File: config.mk
export PLATFORM = sky130hd
export DESIGN_NAME = config_flit_writer
export DESIGN_NICKNAME = d
export VERILOG_FILES = /design/src/rtl/config_flit_writer.sv
export SDC_FILE = /design/constraint.sdc
export NUM_CORES = 2
export LEC_CHECK = 0
export BUFFER_PORTS_ARGS = -buffer_cell sky130_fd_sc_hd__buf_2
export CAP_MARGIN = 5
export CELL_PAD_IN_SITES_DETAIL_PLACEMENT = 0
export CELL_PAD_IN_SITES_GLOBAL_PLACEMENT = 2
export CORE_MARGIN = 4
export CORE_UTILIZATION = 53
export CTS_BUF_LIST = sky130_fd_sc_hd__clkbuf_2
export DETAILED_ROUTE_END_ITERATION = 8
export PLACE_DENSITY_LB_ADDON = 0.3
export SLEW_MARGIN = 20
export SYNTH_ARGS = -nofsm -noshare
export SYNTH_HDL_FRONTEND = slang
export SYNTH_SLANG_ARGS = --single-unit
File: constraint.sdc
create_clock -name clk -period 25.6 [get_ports clk]
set_clock_uncertainty 0.15 [all_clocks]
set_input_delay 5.12 -clock clk [delete_from_list [all_inputs] [get_ports clk]]
set_output_delay 5.12 -clock clk [all_outputs]
set_load 0.02 [all_outputs]
File: src/rtl/config_flit_writer.sv
// Config flit writer: host word writes assemble a flit in a staging register; a write
// to the last word commits it into a FIFO. Optional macro CONFIG_WRITER_STATS_EN adds a sent-flit counter.
module config_flit_writer #(
  parameter int NB_WORDS   = 16,
  parameter int FIFO_DEPTH = 4
) (
  input  logic                          clk,
  input  logic                          rst,
  input  logic                          in_wr_valid,
  input  logic [$clog2(NB_WORDS)-1:0]   in_wr_addr,
  input  logic [31:0]                   in_wr_data,
  output logic                          in_wr_ready,
  output logic [32*NB_WORDS-1:0]        out_config_data,
  output logic                          out_config_valid,
  input  logic                          out_config_ready,
  output logic [$clog2(FIFO_DEPTH):0]   out_occupancy,
  output logic [31:0]                   out_flits_sent
);

  localparam int AW = $clog2(NB_WORDS);
  localparam int PW = $clog2(FIFO_DEPTH);
  localparam int OW = PW + 1;
  localparam int FW = 32 * NB_WORDS;

  typedef logic [FW-1:0] config_flit_t;

  logic [31:0]   stage [NB_WORDS];
  config_flit_t  mem   [FIFO_DEPTH];
  config_flit_t  commit_flit;
  logic [PW-1:0] wr_ptr, rd_ptr;
  logic [OW-1:0] occ;
  logic          accept, push, pop;

  assign in_wr_ready      = (occ < OW'(FIFO_DEPTH));
  assign accept           = in_wr_valid && in_wr_ready;
  assign push             = accept && (in_wr_addr == AW'(NB_WORDS - 1));
  assign out_config_valid = (occ != '0);
  assign pop              = out_config_valid && out_config_ready;
  assign out_occupancy    = occ;

  // NOTE: every bit is assigned on every pass through always_comb, so no latch is inferred.
  always_comb begin
    for (int i = 0; i < NB_WORDS; i++) begin
      commit_flit[32*i +: 32] = stage[i];
    end
    commit_flit[FW-1 -: 32] = in_wr_data;
  end

  // NOTE: sequential state uses non-blocking assignments so every flop samples pre-edge values.
  always_ff @(posedge clk) begin
    if (rst) begin
      for (int i = 0; i < NB_WORDS; i++) begin
        stage[i] <= '0;
      end
    end else if (accept) begin
      stage[in_wr_addr] <= in_wr_data;
    end
  end

  // NOTE: the FIFO storage is not reset; the output mux masks it while the FIFO is empty.
  always_ff @(posedge clk) begin
    if (push && !rst) begin
      mem[wr_ptr] <= commit_flit;
    end
  end

  // Pointers wrap naturally because FIFO_DEPTH is a power of two.
  always_ff @(posedge clk) begin
    if (rst) begin
      wr_ptr <= '0;
      rd_ptr <= '0;
      occ    <= '0;
    end else begin
      if (push) wr_ptr <= wr_ptr + PW'(1);
      if (pop)  rd_ptr <= rd_ptr + PW'(1);
      occ <= occ + OW'(push) - OW'(pop);
    end
  end

  assign out_config_data = out_config_valid ? mem[rd_ptr] : '0;

`ifdef CONFIG_WRITER_STATS_EN
  logic [31:0] flits_sent;

  always_ff @(posedge clk) begin
    if (rst) begin
      flits_sent <= '0;
    end else if (pop) begin
      flits_sent <= flits_sent + 32'd1;
    end
  end

  assign out_flits_sent = flits_sent;
`else
  assign out_flits_sent = '0;
`endif

endmodule

Word-level counts from Yosys, hierarchy flattened
Memories as Yosys holds them, arrays and structs flattened. A register that Yosys moved wholly into a read port is not among the register bits.
Index checks and enable logic that the tools add are counted.
{ "classes": {"n_mux": 13, "n_reduce_logical": 7, "eq_ne": 1, "addsub": 4, "n_lt_le_gt_ge": 1} }
{ "op_table": {"columns": ["cell", "count"], "rows": [
  ["2-to-1 mux 512 bit", 1],
  ["2-to-1 mux 32 bit", 1],
  ["OR reduction 32 bit", 1],
  ["2-to-1 mux 1 bit", 8],
  ["adder 2 x 1 -> 2 bit (second input constant)", 2],
  ["equality test 4 bit (second input constant)", 1],
  ["logical AND 1 bit", 4],
  ["2-to-1 mux 2 bit", 2],
  ["2-to-1 mux 4 bit", 1],
  ["adder 3 x 1 -> 3 bit", 1],
  ["< comparator 3 bit (second input constant)", 1],
  ["nonzero test 3 bit", 1],
  ["subtractor 3 x 1 -> 3 bit", 1],
  ["zero test 1 bit", 1]
]} }
{ "word_totals": {"inputBits": 40, "out_inout_bits": 549, "elab_cells": 31, "n_memories": 2, "ramBits": 2560, "ff_bits": 7} }
{ "memory_table": {"columns": ["name", "depth", "word_bits", "rd", "rd_clocked_by_memory_dff", "write_ports", "line", "text"], "rows": [
  ["mem", 4, 512, 1, 1, 1, "28", "config_flit_t mem [FIFO_DEPTH];"],
  ["stage", 16, 32, 15, 0, 16, "27", "logic [31:0] stage [NB_WORDS];"]
]} }

Logic depth before layout (Yosys ltp)
{ "logic_depth": {"word_depth": 7, "mapped_depth": 11, "mapped_depth_nobuf": 10} }

Worst setup path before layout
Ideal clock, no wire load.
{ "synth_timing": {"path_type": "input -> register", "start": "input port rst", "end": "memory mem[0][0] in the netlist's numbering, enable pin", "required_ns": 24.502, "path_slack_ns": 6.854, "setup_ns": 0.948, "n_path_buf": 1, "path_stages": 4, "arrival_ns": 17.648, "cell_sequence": "clkbuf_1 > or3b_1 > nor2_1 > and3_1"} }
{ "synth_between": {"elab_chain_len": 4} }
{ "synth_lines": {"columns": ["item", "line", "text"], "rows": [
  ["from (decl)", "8", "input logic rst,"],
  ["zero test 1 bit", "62", "if (push && !rst) begin"],
  ["logical AND 1 bit", "62", null],
  ["2-to-1 mux 1 bit", "62", null],
  ["2-to-1 mux 1 bit (implied by the code)", "63", "mem[wr_ptr] <= commit_flit;"],
  ["to (decl)", "28", null]
]} }
No other way between the ends.

==> flow_metrics.tcl <==
set metrics [dict create \
    status "finished, final reports clean" \
    synth_cell_type_count 33 \
    total_power_uw 9710 \
    dpl.hpwl_um 135000 \
    peakVddDrop_uv 73.8 \
    synth_seq_area_share_pct 79.8 \
    regArea_sq_um 76100 \
    clockBufferDepth 4 \
    die_w_um 432 \
    relSlewSlack_pct 23.4 \
    port_buffers 556 \
    worst_ep_arrival_time_ps 6900 \
    min_path_type "flip-flop to flip-flop" \
    synth_top_area_cell "edfxtp_1" \
    path_buf_inv 5 \
    async_flop_share_pct 0 \
    antenna_found_initial 19 \
    grt_pass1_vias 48900 \
    place.gp.congestion 0.748 \
    fin_tns_setup_ps 0 \
    rsz0062_at_grt "no" \
    tightest_slew_ps 1150 \
    viasPerCell 5.66 \
    yosys.area.top_type_share_pct 79.6 \
    die_area_sq_um 187000 \
    end_kind "output port" \
    finalSetupViolCount 0 \
    clk_pin_slew_ps 110 \
    min_from "stage[9][21]" \
    cts.sink_count 2537 \
    slew_viol_final 0 \
    cts_buffers 633 \
    postRouteAntennaNets 0 \
    routedWlPerCell_um 28.4 \
    via_count 46900 \
    critical-path-max-stage-delay_ps 1000 \
    critPathMaxFanout 101 \
    start_util_pct 53.4 \
    rr_startpoint "out_occupancy[2]" \
    avgSynthCellArea_sq_um 21.1 \
    worst_setup_path_start_kind "flip-flop" \
    fin_crit_sh_pct 47.6 \
    clk_latency_ps 1800 \
    ys_ff_latch 2537 \
    drtPass1Iterations 5 \
    hold_viol 0 \
    leakagePower_uw 0.0357 \
    area_delta_synth_final_pct 10.6 \
    synth-edff-count 2528 \
    grt_max_degree 235 \
    post_cts_resized 0 \
    ys.flop_type "edfxtp_1" \
    drt_iter0_drc 4373 \
    cellPowerDensity_nw_per_um2 92.1 \
    cts_setup_buffers 0 \
    pin_count 589 \
    syn_inst 4517 \
    multi_input_area_sq_um 17700 \
    synth_most_common_cell "edfxtp_1" \
    gr-total-overflow 0 \
    holdBufCountCts 0 \
    yosys-top-cells-count "edfxtp_1, and2_1, mux4_2, nor2_1, nand2_1" \
    cp_common_cell "buf_4" \
    htreeDepth 6 \
    synthTopCellsByArea "edfxtp_1, mux4_2, and2_1, nor2_1, buf_2" \
    whs_ps 230 \
    crit_family "buffers and inverters" \
    drive_gt1_share_pct 35.3 \
    grtUsageTotal_pct 25.3 \
    path_cells "buf_12, buf_4, buf_4, buf_6, mux4_2, and2_1, buf_2" \
    crit_slowest_cell "dfxtp_4" \
    die_y_um 432 \
    drc 0 \
    core.rowCount 155 \
    cts-root-buf "clkbuf_2" \
    fin_crit_ps 12170 \
    grt_pass1_wl_um 337000 \
    cp.required_ps 20330 \
    core_sq_um 179000 \
    drv_cap 0 \
    ys_warn_count 0 \
    num-fill-cells 13400 \
    critical_path_class "flip-flop to output port" \
    nets 5582 \
    max_freq_mhz 82.1 \
    wirelength_um 235000 \
    syn-cell-area_sq_um 95400 \
    cts_tree "done" \
]
## power breakdown
part           internal, uW  switching (uW)
logic                   932            1610
registers              4600            63.7
clock network           999            1510
total                  6530            3190
## placed cells by master, fill, tap and decap left out, types with 4 or more instances in the layout
master and instances:
nand2_1 129, clkbuf_2 890, mux4_2 512, bufinv_16 8
clkinv_2 8, and2_1 514, conb_1 32, diode_2 7
dfxtp_1 7, nor2_1 487, edfxtp_1 2528, a21o_2 12
inv_2 15, ha_1 6, inv_1 7, and3_4 4
buf_4 57, buf_12 10, buf_2 556, clkinv_1 105
## state kept, by name, summed over array words and instances (netlist names), named ones only
signal	count
wr_ptr	2
stage	480
out_occupancy	3
mem	2048
rd_ptr	2
## kinds of logic (layout without fill, tap and decap cells)
family	after synthesis	in the layout	synth area share (%)
fa+ha+maj	7	7	0.0997
compound gates	18	18	0.138
buf+inv	282	1661	1.85
mux	514	514	12.1
flops	2537	2537	79.8
xor+xnor	3	3	0.0276
simple gates	1155	1155	5.99
other cells	1	39	0.00393
## through the flow
| stage | utilization (%) | area [sq um] | worst slack (ps) | cells |
|---|---|---|---|---|
| floorplan | - | 95500 | 6850 | 4548 |
| global placement | 56.1 | 100000 | 14560 | 7254 |
| detailed placement | 56.1 | 100000 | 14540 | 7254 |
| CTS | 59.0 | 105000 | 12400 | 8281 |
| global route | 59.0 | 105000 | 12460 | 8285 |
| finish | 59.1 | 105000 | 13430 | 8289 |
## layout make-up
| cell class | instances | share of cell area, % |
|---|---|---|
| Sequential cell | 2537 | 72.1 |
| Multi-Input combinational cell | 1729 | 16.8 |
| Clock buffer | 890 | 4.22 |
| Timing Repair Buffer | 627 | 3.29 |
| Tap cell | 2355 | 2.79 |
| Clock inverter | 137 | 0.700 |
| Inverter | 7 | 0.0249 |
| Antenna cell | 7 | 0.0166 |
## per-layer routing
| metal | part of all wire [%] | vias to the layer above | global-route usage (%) | routed length, um |
|---|---|---|---|---|
| li1 | - | 20100 | - | - |
| met1 | 38 | 24500 | 33.1 | 88700 |
| met2 | 52 | 1996 | 42.3 | 121000 |
| met3 | 7.6 | 304 | 5.40 | 18000 |
| met4 | 3.0 | 6 | 9.56 | 7150 |
| met5 | 0.014 | - | 0 | 34 |
## final timing paths
check,end,slack [ps],cells past startpoint
max,out_config_data[287],13430,7
min,mem[1][309],230,0
max reg2reg,mem[3][309],19690,7
min reg2reg,mem[1][309],230,0
No activity file was read; power rests on OpenSTA's default activity.
